$ cat config.mk
export PLATFORM = sky130hd
export DESIGN_NAME = smc_regif
export DESIGN_NICKNAME = d
export VERILOG_FILES = /design/src/rtl/smc_pkg.sv /design/src/rtl/smc_fifo.sv /design/src/rtl/smc_regif.sv
export SDC_FILE = /design/constraint.sdc
export NUM_CORES = 1
export LEC_CHECK = 0
export ABC_AREA = 1
export BUFFER_PORTS_ARGS = -buffer_cell sky130_fd_sc_hd__buf_2
export CORE_ASPECT_RATIO = 1.4
export CORE_MARGIN = 5
export CORE_UTILIZATION = 41
export DETAILED_ROUTE_END_ITERATION = 8
export HOLD_SLACK_MARGIN = 0.06
export PLACE_DENSITY_LB_ADDON = 0.25
export SYNTH_ARGS = -nofsm -noshare
export SYNTH_HDL_FRONTEND = slang
export SYNTH_SLANG_ARGS = --single-unit
$ cat constraint.sdc
create_clock -name clk6x -period 6.1 [get_ports clk6x]
set_input_delay 0.61 -clock clk6x [delete_from_list [all_inputs] [get_ports clk6x]]
set_output_delay 0.61 -clock clk6x [all_outputs]
set_load 0.005 [all_outputs]
$ cat src/rtl/smc_pkg.sv
// Shared definitions for the SMC I2C register interface: register map,
// STAT bit layout and pointer-FSM state encoding.
package smc_pkg;

    typedef enum logic [1:0] {
        ST_IDLE  = 2'd0,
        ST_WADDR = 2'd1,
        ST_WDATA = 2'd2,
        ST_RD    = 2'd3
    } state_t;

    // Per-channel addresses; element n belongs to channel n (ch0 = keyboard).
    localparam logic [1:0][7:0] ADDR_BUF  = {8'h21, 8'h07};
    localparam logic [1:0][7:0] ADDR_STAT = {8'h22, 8'h18};
    localparam logic [1:0][7:0] ADDR_CMD  = {8'h23, 8'h19};
    localparam logic [7:0]      ADDR_FLUSH = 8'h1F;
    localparam logic [7:0]      ADDR_VER   = 8'h30;

    localparam int STAT_OVF   = 7;
    localparam int STAT_BUSY  = 6;
    localparam int STAT_DROP  = 5;
    localparam int STAT_EMPTY = 4;

    function automatic logic [7:0] stat_byte(input logic ovf, input logic busy,
                                             input logic drop, input logic empty);
        logic [7:0] s;
        s = 8'h00;
        s[STAT_OVF]   = ovf;
        s[STAT_BUSY]  = busy;
        s[STAT_DROP]  = drop;
        s[STAT_EMPTY] = empty;
        return s;
    endfunction

endpackage

$ cat src/rtl/smc_fifo.sv
// Scancode FIFO with simultaneous push/pop, single-cycle flush and a
// registered non-empty flag used directly as the channel interrupt.
module smc_fifo
    import smc_pkg::*;
#(
    parameter int DEPTH = 16,
    parameter int WIDTH = 8
) (
    input  logic             clk6x,
    input  logic             reset,
    input  logic             push,
    input  logic [WIDTH-1:0] push_data,
    input  logic             pop,
    input  logic             flush,
    output logic [WIDTH-1:0] head,
    output logic             empty,
    output logic             nonempty,
    output logic             overflow
);
    localparam int AW = $clog2(DEPTH);
    localparam int CW = AW + 1;

    logic [WIDTH-1:0] mem [DEPTH];
    logic [AW-1:0]    wr_ptr;
    logic [AW-1:0]    rd_ptr;
    logic [CW-1:0]    count;
    logic [CW-1:0]    count_next;
    logic             full;
    logic             pop_eff;
    logic             push_eff;

    assign empty = (count == '0);
    assign full  = (count == CW'(DEPTH));

    // A pop into an empty FIFO is ignored even if a push lands in the same cycle.
    assign pop_eff  = pop && !empty && !flush;
    assign push_eff = push && !flush && (!full || pop_eff);
    assign overflow = push && !flush && full && !pop_eff;

    assign head = empty ? '0 : mem[rd_ptr];

    always_comb begin
        count_next = count;
        if (flush) begin
            count_next = '0;
        end else begin
            unique case ({push_eff, pop_eff})
                2'b10:   count_next = count + 1'b1;
                2'b01:   count_next = count - 1'b1;
                default: count_next = count;
            endcase
        end
    end

    // NOTE: non-blocking assignments keep every flop sampling pre-edge values.
    always_ff @(posedge clk6x) begin
        if (reset) begin
            wr_ptr   <= '0;
            rd_ptr   <= '0;
            count    <= '0;
            nonempty <= 1'b0;
        end else begin
            if (flush) begin
                wr_ptr <= '0;
                rd_ptr <= '0;
            end else begin
                if (push_eff) wr_ptr <= wr_ptr + 1'b1;
                if (pop_eff)  rd_ptr <= rd_ptr + 1'b1;
            end
            count    <= count_next;
            nonempty <= (count_next != '0);
        end
    end

    // NOTE: storage is not reset; count gates every read, so stale data is never visible.
    always_ff @(posedge clk6x) begin
        if (push_eff) mem[wr_ptr] <= push_data;
    end

endmodule

$ cat src/rtl/smc_regif.sv
// I2C-slave register front end for up to two PS2 channels: register pointer
// FSM, per-channel scancode FIFOs, command hand-off and status registers.
module smc_regif
    import smc_pkg::*;
#(
    parameter int         NCH        = 2,
    parameter int         FIFO_DEPTH = 16,
    parameter logic [7:0] VERSION    = 8'h01
) (
    input  logic             clk6x,
    input  logic             reset,
    input  logic             devsel_i,
    input  logic             rw_bit_i,
    input  logic [7:0]       rxbyte_i,
    input  logic             rxbyte_v_i,
    output logic [7:0]       txbyte_o,
    input  logic             txbyte_deq_i,
    input  logic [8*NCH-1:0] ps2_rx_data_i,
    input  logic [NCH-1:0]   ps2_rx_v_i,
    output logic [8*NCH-1:0] ps2_tx_data_o,
    output logic [NCH-1:0]   ps2_tx_v_o,
    input  logic [NCH-1:0]   ps2_tx_rdy_i,
    output logic [NCH-1:0]   irq_o
);
    state_t     state;
    logic [7:0] regptr;
    logic       wr_stb;
    logic       rd_stb;

    logic [NCH-1:0][7:0] ch_head;
    logic [NCH-1:0][7:0] ch_stat;

    assign wr_stb = (state == ST_WDATA) && devsel_i && rxbyte_v_i;
    assign rd_stb = (state == ST_RD) && devsel_i && txbyte_deq_i;

    // regptr survives the end of a transaction so a repeated-start read reuses it.
    always_ff @(posedge clk6x) begin
        if (reset) begin
            state  <= ST_IDLE;
            regptr <= 8'h00;
        end else if (!devsel_i) begin
            state <= ST_IDLE;
        end else begin
            unique case (state)
                ST_IDLE:  state <= rw_bit_i ? ST_RD : ST_WADDR;
                ST_WADDR: begin
                    if (rxbyte_v_i) begin
                        regptr <= rxbyte_i;
                        state  <= ST_WDATA;
                    end
                end
                ST_WDATA: state <= ST_WDATA;
                ST_RD:    state <= ST_RD;
            endcase
        end
    end

    for (genvar n = 0; n < NCH; n++) begin : g_ch
        logic       pop;
        logic       flush;
        logic       stat_rd;
        logic       cmd_wr;
        logic       overflow;
        logic       nonempty;
        logic       empty;
        logic [7:0] head;
        logic       ovf;
        logic       drop;
        logic       tx_v;
        logic [7:0] tx_data;

        assign pop     = rd_stb && (regptr == ADDR_BUF[n]);
        assign stat_rd = rd_stb && (regptr == ADDR_STAT[n]);
        assign cmd_wr  = wr_stb && (regptr == ADDR_CMD[n]);
        assign flush   = wr_stb && (regptr == ADDR_FLUSH) && rxbyte_i[n];

        smc_fifo #(
            .DEPTH (FIFO_DEPTH),
            .WIDTH (8)
        ) u_fifo (
            .clk6x     (clk6x),
            .reset     (reset),
            .push      (ps2_rx_v_i[n]),
            .push_data (ps2_rx_data_i[8*n +: 8]),
            .pop       (pop),
            .flush     (flush),
            .head      (head),
            .empty     (empty),
            .nonempty  (nonempty),
            .overflow  (overflow)
        );

        // A fresh overflow wins over a same-cycle STAT read so the event is not lost.
        always_ff @(posedge clk6x) begin
            if (reset) begin
                ovf     <= 1'b0;
                drop    <= 1'b0;
                tx_v    <= 1'b0;
                tx_data <= 8'h00;
            end else begin
                if (flush)         ovf <= 1'b0;
                else if (overflow) ovf <= 1'b1;
                else if (stat_rd)  ovf <= 1'b0;

                if (cmd_wr && tx_v) drop <= 1'b1;
                else if (stat_rd)   drop <= 1'b0;

                if (tx_v) begin
                    if (ps2_tx_rdy_i[n]) tx_v <= 1'b0;
                end else if (cmd_wr) begin
                    tx_data <= rxbyte_i;
                    tx_v    <= 1'b1;
                end
            end
        end

        assign ps2_tx_v_o[n]            = tx_v;
        assign ps2_tx_data_o[8*n +: 8]  = tx_data;
        assign irq_o[n]                 = nonempty;
        assign ch_head[n]               = head;
        assign ch_stat[n]               = stat_byte(ovf, tx_v, drop, empty);
    end

    // NOTE: default assigned first so no path through this block infers a latch.
    always_comb begin
        txbyte_o = 8'h00;
        if (regptr == ADDR_VER) txbyte_o = VERSION;
        for (int n = 0; n < NCH; n++) begin
            if (regptr == ADDR_BUF[n])  txbyte_o = ch_head[n];
            if (regptr == ADDR_STAT[n]) txbyte_o = ch_stat[n];
        end
    end

endmodule

Word-level counts from Yosys, hierarchy flattened
Memories as Yosys holds them, arrays and structs flattened. A register that Yosys moved wholly into a read port is not among the register bits.
Cells that the tools add are included.
{"block": "word_totals", "output_inout_bits": 28, "reg_bits": 60, "ram_bits": 256, "memories": 2, "elab_cells": 135}
{"block": "classes", "n_eq_ne": 18, "muxes": 34, "n_addsub": 8, "bitwise": 3, "reduce_logical": 52}
{"memory": "g_ch[0].u_fifo.mem", "depth": 16, "width": 8, "read_ports": 1, "rd_clocked_by_memory_dff": 1, "write_ports": 1, "line_no": "smc_fifo.sv:23", "rtl": "logic [WIDTH-1:0] mem [DEPTH];"}
{"memory": "g_ch[1].u_fifo.mem", "depth": 16, "width": 8, "read_ports": 1, "rd_clocked_by_memory_dff": 1, "write_ports": 1, "line_no": "smc_fifo.sv:23"}
{"cell": "8-bit two-way mux", "count": 6}
{"cell": "8-bit by 6-bit == test with 1-bit output (second input constant)", "count": 4}
{"cell": "1-bit logical AND", "count": 27}
{"cell": "8-bit by 5-bit == test with 1-bit output (second input constant)", "count": 3}
{"cell": "5-bit case mux with 2 select lines", "count": 2}
{"cell": "1-bit two-way mux", "count": 17}
{"cell": "4-bit by 1-bit adder with 4-bit output (second input constant)", "count": 4}
{"cell": "4-bit two-way mux", "count": 4}
{"cell": "5-bit by 1-bit adder with 5-bit output (second input constant)", "count": 2}
{"cell": "5-bit == test (second input constant)", "count": 2}
{"cell": "5-bit logical NOT", "count": 2}
{"cell": "5-bit two-way mux", "count": 2}
{"cell": "5-bit nonzero test", "count": 2}
{"cell": "5-bit by 1-bit subtractor with 5-bit output (second input constant)", "count": 2}
{"cell": "2-bit == test (second input constant)", "count": 4}
{"cell": "8-bit by 3-bit == test with 1-bit output (second input constant)", "count": 1}
{"cell": "1-bit logical NOT", "count": 8}
{"cell": "2-bit case mux with 4 select lines", "count": 1}
{"cell": "2-bit nonzero test", "count": 4}
{"cell": "2-bit by 1-bit == test with 1-bit output (second input constant)", "count": 3}
{"cell": "2-bit OR reduction", "count": 3}
{"cell": "2-bit two-way mux", "count": 2}
{"cell": "2-bit AND reduction", "count": 2}
{"cell": "1-bit NOT", "count": 3}
{"cell": "4 further kinds", "count": 5}

Logic depth before layout (Yosys ltp)
{"block": "depth", "ltp_word": 13, "ltp_mapped": 21, "ltp_nobuf": 21}

By module
A second synthesis with hierarchy kept.
{"block": "hier_totals", "cells_unflattened": 1324, "hier_area_um2": 13923.4}
{"mod": "smc_fifo at g_ch[0].u_fifo", "cells_per_inst": 521, "n_inst": 1, "seq_area_each_um2": 4204.0, "area_each_um2": 6055.8}
{"mod": "smc_fifo at g_ch[1].u_fifo", "cells_per_inst": 520, "n_inst": 1, "seq_area_each_um2": 4204.0, "area_each_um2": 6055.8}
{"mod": "smc_regif", "cells_per_inst": 283, "n_inst": 1, "seq_area_each_um2": 640.6, "area_each_um2": 1811.7}

Worst setup path before layout
Ideal clock, no wire load.
{"block": "synth_path", "kind": "input port to flip-flop", "start": "in txbyte_deq_i", "end": "mem g_ch[1].u_fifo.mem[3][0], enable pin", "path_slack_ns": 3.811, "setup_ns": 0.370, "t_arrival_ns": 1.919, "path_stages": 10, "cell_sequence": "nand3_1 -> inv_2 -> nand2_2 -> nor2_8 -> nor2_1 -> nor2_4 -> inv_2 -> nor2_2 -> nand2_1 -> nor2_1"}
{"block": "synth_between", "elab_chain_cells": 8}
{"element": "start: declaration", "line_no": "smc_regif.sv:17", "rtl": "input logic txbyte_deq_i,"}
{"element": "1-bit logical AND", "line_no": "smc_regif.sv:34", "rtl": "assign rd_stb = (state == ST_RD) && devsel_i && txbyte_deq_i;"}
{"element": "1-bit logical AND", "line_no": "smc_regif.sv:72", "rtl": "assign pop = rd_stb && (regptr == ADDR_BUF[n]);"}
{"element": "1-bit logical AND (2 in a row)", "line_no": "smc_fifo.sv:36", "rtl": "assign pop_eff = pop && !empty && !flush;"}
{"element": "1-bit logical OR", "line_no": "smc_fifo.sv:37", "rtl": "assign push_eff = push && !flush && (!full || pop_eff);"}
{"element": "1-bit logical AND", "line_no": "smc_fifo.sv:37"}
{"element": "1-bit two-way mux", "line_no": "smc_fifo.sv:77", "rtl": "if (push_eff) mem[wr_ptr] <= push_data;"}
{"element": "1-bit two-way mux (not written as such)", "line_no": "smc_fifo.sv:77"}
{"element": "end: declaration", "line_no": "smc_fifo.sv:23"}
Every way passes these cells.

==> impl_results.md <==
* Design Area, Final at 15400 µm²
* Synth top cells by count: 256 x edfxtp_1, 194 x nor2_1, 166 x o21ai_0
* Post-synth top area cell: edfxtp_1
* Lkg Pwr at 5.54 nW
* Via count at 9241
* CP required at 5.49 ns
* Peak VDD IR at 201 µV
* Worst setup EP type: output port
* CORE AREA at 33000 µm²
* Max Cap Viol at 0
* Fraction of final layout cells with drive strength greater than 1 at 12.2%
* Clock Sinks at 324
* Post-Route Skew at 0.0198 ns
* Max Slew Vio Count at 0
* DP Area at 14300 µm²
* Fin crit share at 63.9%
* Outcome: finished, final reports clean
* Clk root buf: clkbuf_16
* Sequential share of the synthesized area at 66.6%
* Congestion Overflow GR at 0
* Ranking of synthesized cells by area: edfxtp_1 57%, dfxtp_1 10%, o21ai_0 6.1%, nor2_1 5.4%, nand2_1 3.7%
* RSZ-0062 raised after global routing: no
* Clk Latency, worst-skew pair at 0.53 ns
* Worst Path Arrival at 3.29 ns
* Post-DR vias/cell at 5.26
* Die X at 164 µm
* H-tree levels at 2
* Hold wc startpoint: ps2_tx_rdy_i[0]
* Post-synth ARST share at 0%
* Cell Rows at 79
* # diodes at 0
* CP Launch Type: flop
* Synth Warn # at 0
* Syn Area/Cell at 11.0 µm²
* Area of the multi-input gates at 3930 µm²
* CP max FO at 65
* Total Power at 4.66 mW
* Die height at 225 µm
* Worst hold-check path type: in2reg
* Worst Tran Pin Value at 1.10 ns
* CTS tree: built
* Antenna-violating nets left at 0
* Tmin final at 3.90 ns
* DP HPWL at 21200 µm
* Initial antenna violation count at 1
* Synth Cell Area at 13600 µm²
* # fillers at 3103
* Pwr dens at 303 nW/µm²
* Worst rel slew slack at 26.3%
* Input/output buffers at 61
* Syn Nets at 1289
* Wirelength per Cell at 18.7 µm
* Reg-to-reg startpoint: state[1]$_SDFFE_PP0P_
* DRC Markers at 0
* First-pass GRT wire length at 51000 µm
* Yosys top cell area share at 56.6%
* Cts bufs inserted at 34
* Max Clk Rate at 257 MHz
* Worst-path clk slew at 0.06 ns
* Worst setup path class: reg2out
* Synth Register Bits at 324
* Most common cell in the netlist: edfxtp_1
* Sum Neg Setup Slack at 0 ns
* Cells after Synth at 1239
* Dominant synthesized flop cell: edfxtp_1
* Routability Congestion at 0.800
* CTS resizes at 0
* TritonRoute pass-1 iters at 5
* Routed WL at 32900 µm
* Number of synthesized flops with an enable pin at 256
* Synthesis-to-finish area growth at 13.2%
* Setup violations, final at 0
* Hold_buf cts at 0
* Postcts setup bufs at 0
* Final hold vios at 0
* Sequential cell area at 9050 µm²
* I/O pin count at 62
* Initial drt markers at 628
* Vias in the first global route at 9083
* Worst-case clock buffer depth at 3
* Die area at 36900 µm²
* Initial core utilization at 41.2%
* Total track usage at 17.8%
* Post-synth cell types at 45
* Final #Nets at 1336
* Pin count of the biggest net entering global routing at 66
## final timing paths
path	cells after the start	to	slack [ns]
worst max register to register	11	g_ch[1].u_fifo.mem[3][2]$_DFFE_PP_	3.19
worst max-delay path	9	txbyte_o[7]	2.20
worst min register to register	2	g_ch[0].tx_data[3]$_SDFFE_PP0P_	0.44
worst min-delay path	4	g_ch[0].tx_v$_SDFF_PP0_	0.33
## cells in the final DEF, fill, tap and decap left out, types with 3 or more instances in the layout
master	netlist	routed
nand3_2	4	4
clkinv_2	0	6
dfxtp_1	68	66
a22o_1	3	3
o22ai_1	28	28
clkbuf_1	45	8
o211ai_1	5	5
a32o_1	3	3
clkinv_1	2	6
nand2_1	133	133
nor2_1	194	194
buf_4	5	7
a21oi_1	51	51
bufinv_16	0	3
nand2_2	11	11
inv_2	9	9
xor2_1	5	5
buf_2	5	61
edfxtp_1	256	256
nor3_1	7	7
nor2_4	5	5
nor4_1	3	3
nand4_2	3	3
nand4_1	9	9
ha_1	16	16
inv_1	89	89
o221ai_1	36	36
clkbuf_16	0	35
nand3_1	54	54
o21ai_0	166	166
## logic make-up (layout without fill, tap and decap cells)
| logic type | count (synthesis) | after routing | synth area share [%] |
|---|---|---|---|
| flops | 324 | 324 | 66.6 |
| xor+xnor | 6 | 6 | 0.387 |
| compound gates | 304 | 304 | 13.0 |
| fa+ha+maj | 16 | 16 | 1.47 |
| simple gates | 432 | 432 | 14.0 |
| buf+inv | 157 | 230 | 4.52 |
## registers in the layout, indices dropped and copies added, names as in the netlist, named ones only
| register | flops |
|---|---|
| g_ch.drop | 2 |
| g_ch.ovf | 2 |
| g_ch.tx_data | 16 |
| g_ch.tx_v | 2 |
| g_ch.u_fifo.count | 10 |
| g_ch.u_fifo.mem | 256 |
| g_ch.u_fifo.nonempty | 2 |
| g_ch.u_fifo.rd_ptr | 8 |
| g_ch.u_fifo.wr_ptr | 8 |
| regptr | 8 |
| state | 2 |
## critical path, cell delays in order, from the launching register on
cell	delay, ns
dfxtp_2	0.31
buf_4	0.51
inv_2	0.58
o21ai_0	0.33
o22ai_1	0.09
o21ai_0	0.20
o22ai_1	0.15
a22oi_1	0.24
nand3_1	0.15
buf_2	0.16
## report_power, final
group	switching, mW	internal [mW]	leakage [nW]
clock network	0.854	1.22	0.550
registers	0.0154	2.41	2.87
logic	0.117	0.0442	2.13
## metrics by stage
| step | worst slack, ns | std cells | utilization (%) | hold WS [ns] |
|---|---|---|---|---|
| 2_1_floorplan | 3.81 | 1239 | - | 0.436 |
| 3_3_place_gp | 2.74 | 1695 | 43.2 | 0.432 |
| 3_5_place_dp | 2.72 | 1695 | 43.2 | 0.433 |
| 4_1_cts | 2.15 | 1757 | 46.6 | 0.307 |
| 5_1_grt | 1.92 | 1757 | 46.6 | 0.354 |
| 6_report | 2.20 | 1757 | 46.6 | 0.334 |
## routing by layer
metal  vias to the layer above  routed length [µm]  GRT usage (%)
met5                         -                  13              0
met2                       204               17600           32.0
met4                         2                 884           6.20
met3                        58                1280           2.71
li1                       4506                   -              -
met1                      4471               13200           21.7
## layout make-up
cell class | count | area share (%)
clock buffer | 45 | 6.07
tap | 445 | 3.62
timing repair buffer | 68 | 2.33
inverter | 100 | 2.44
clock inverter | 17 | 1.20
sequential | 324 | 58.8
multi-input combinational | 758 | 25.5
(Power assumes the default switching activity.)
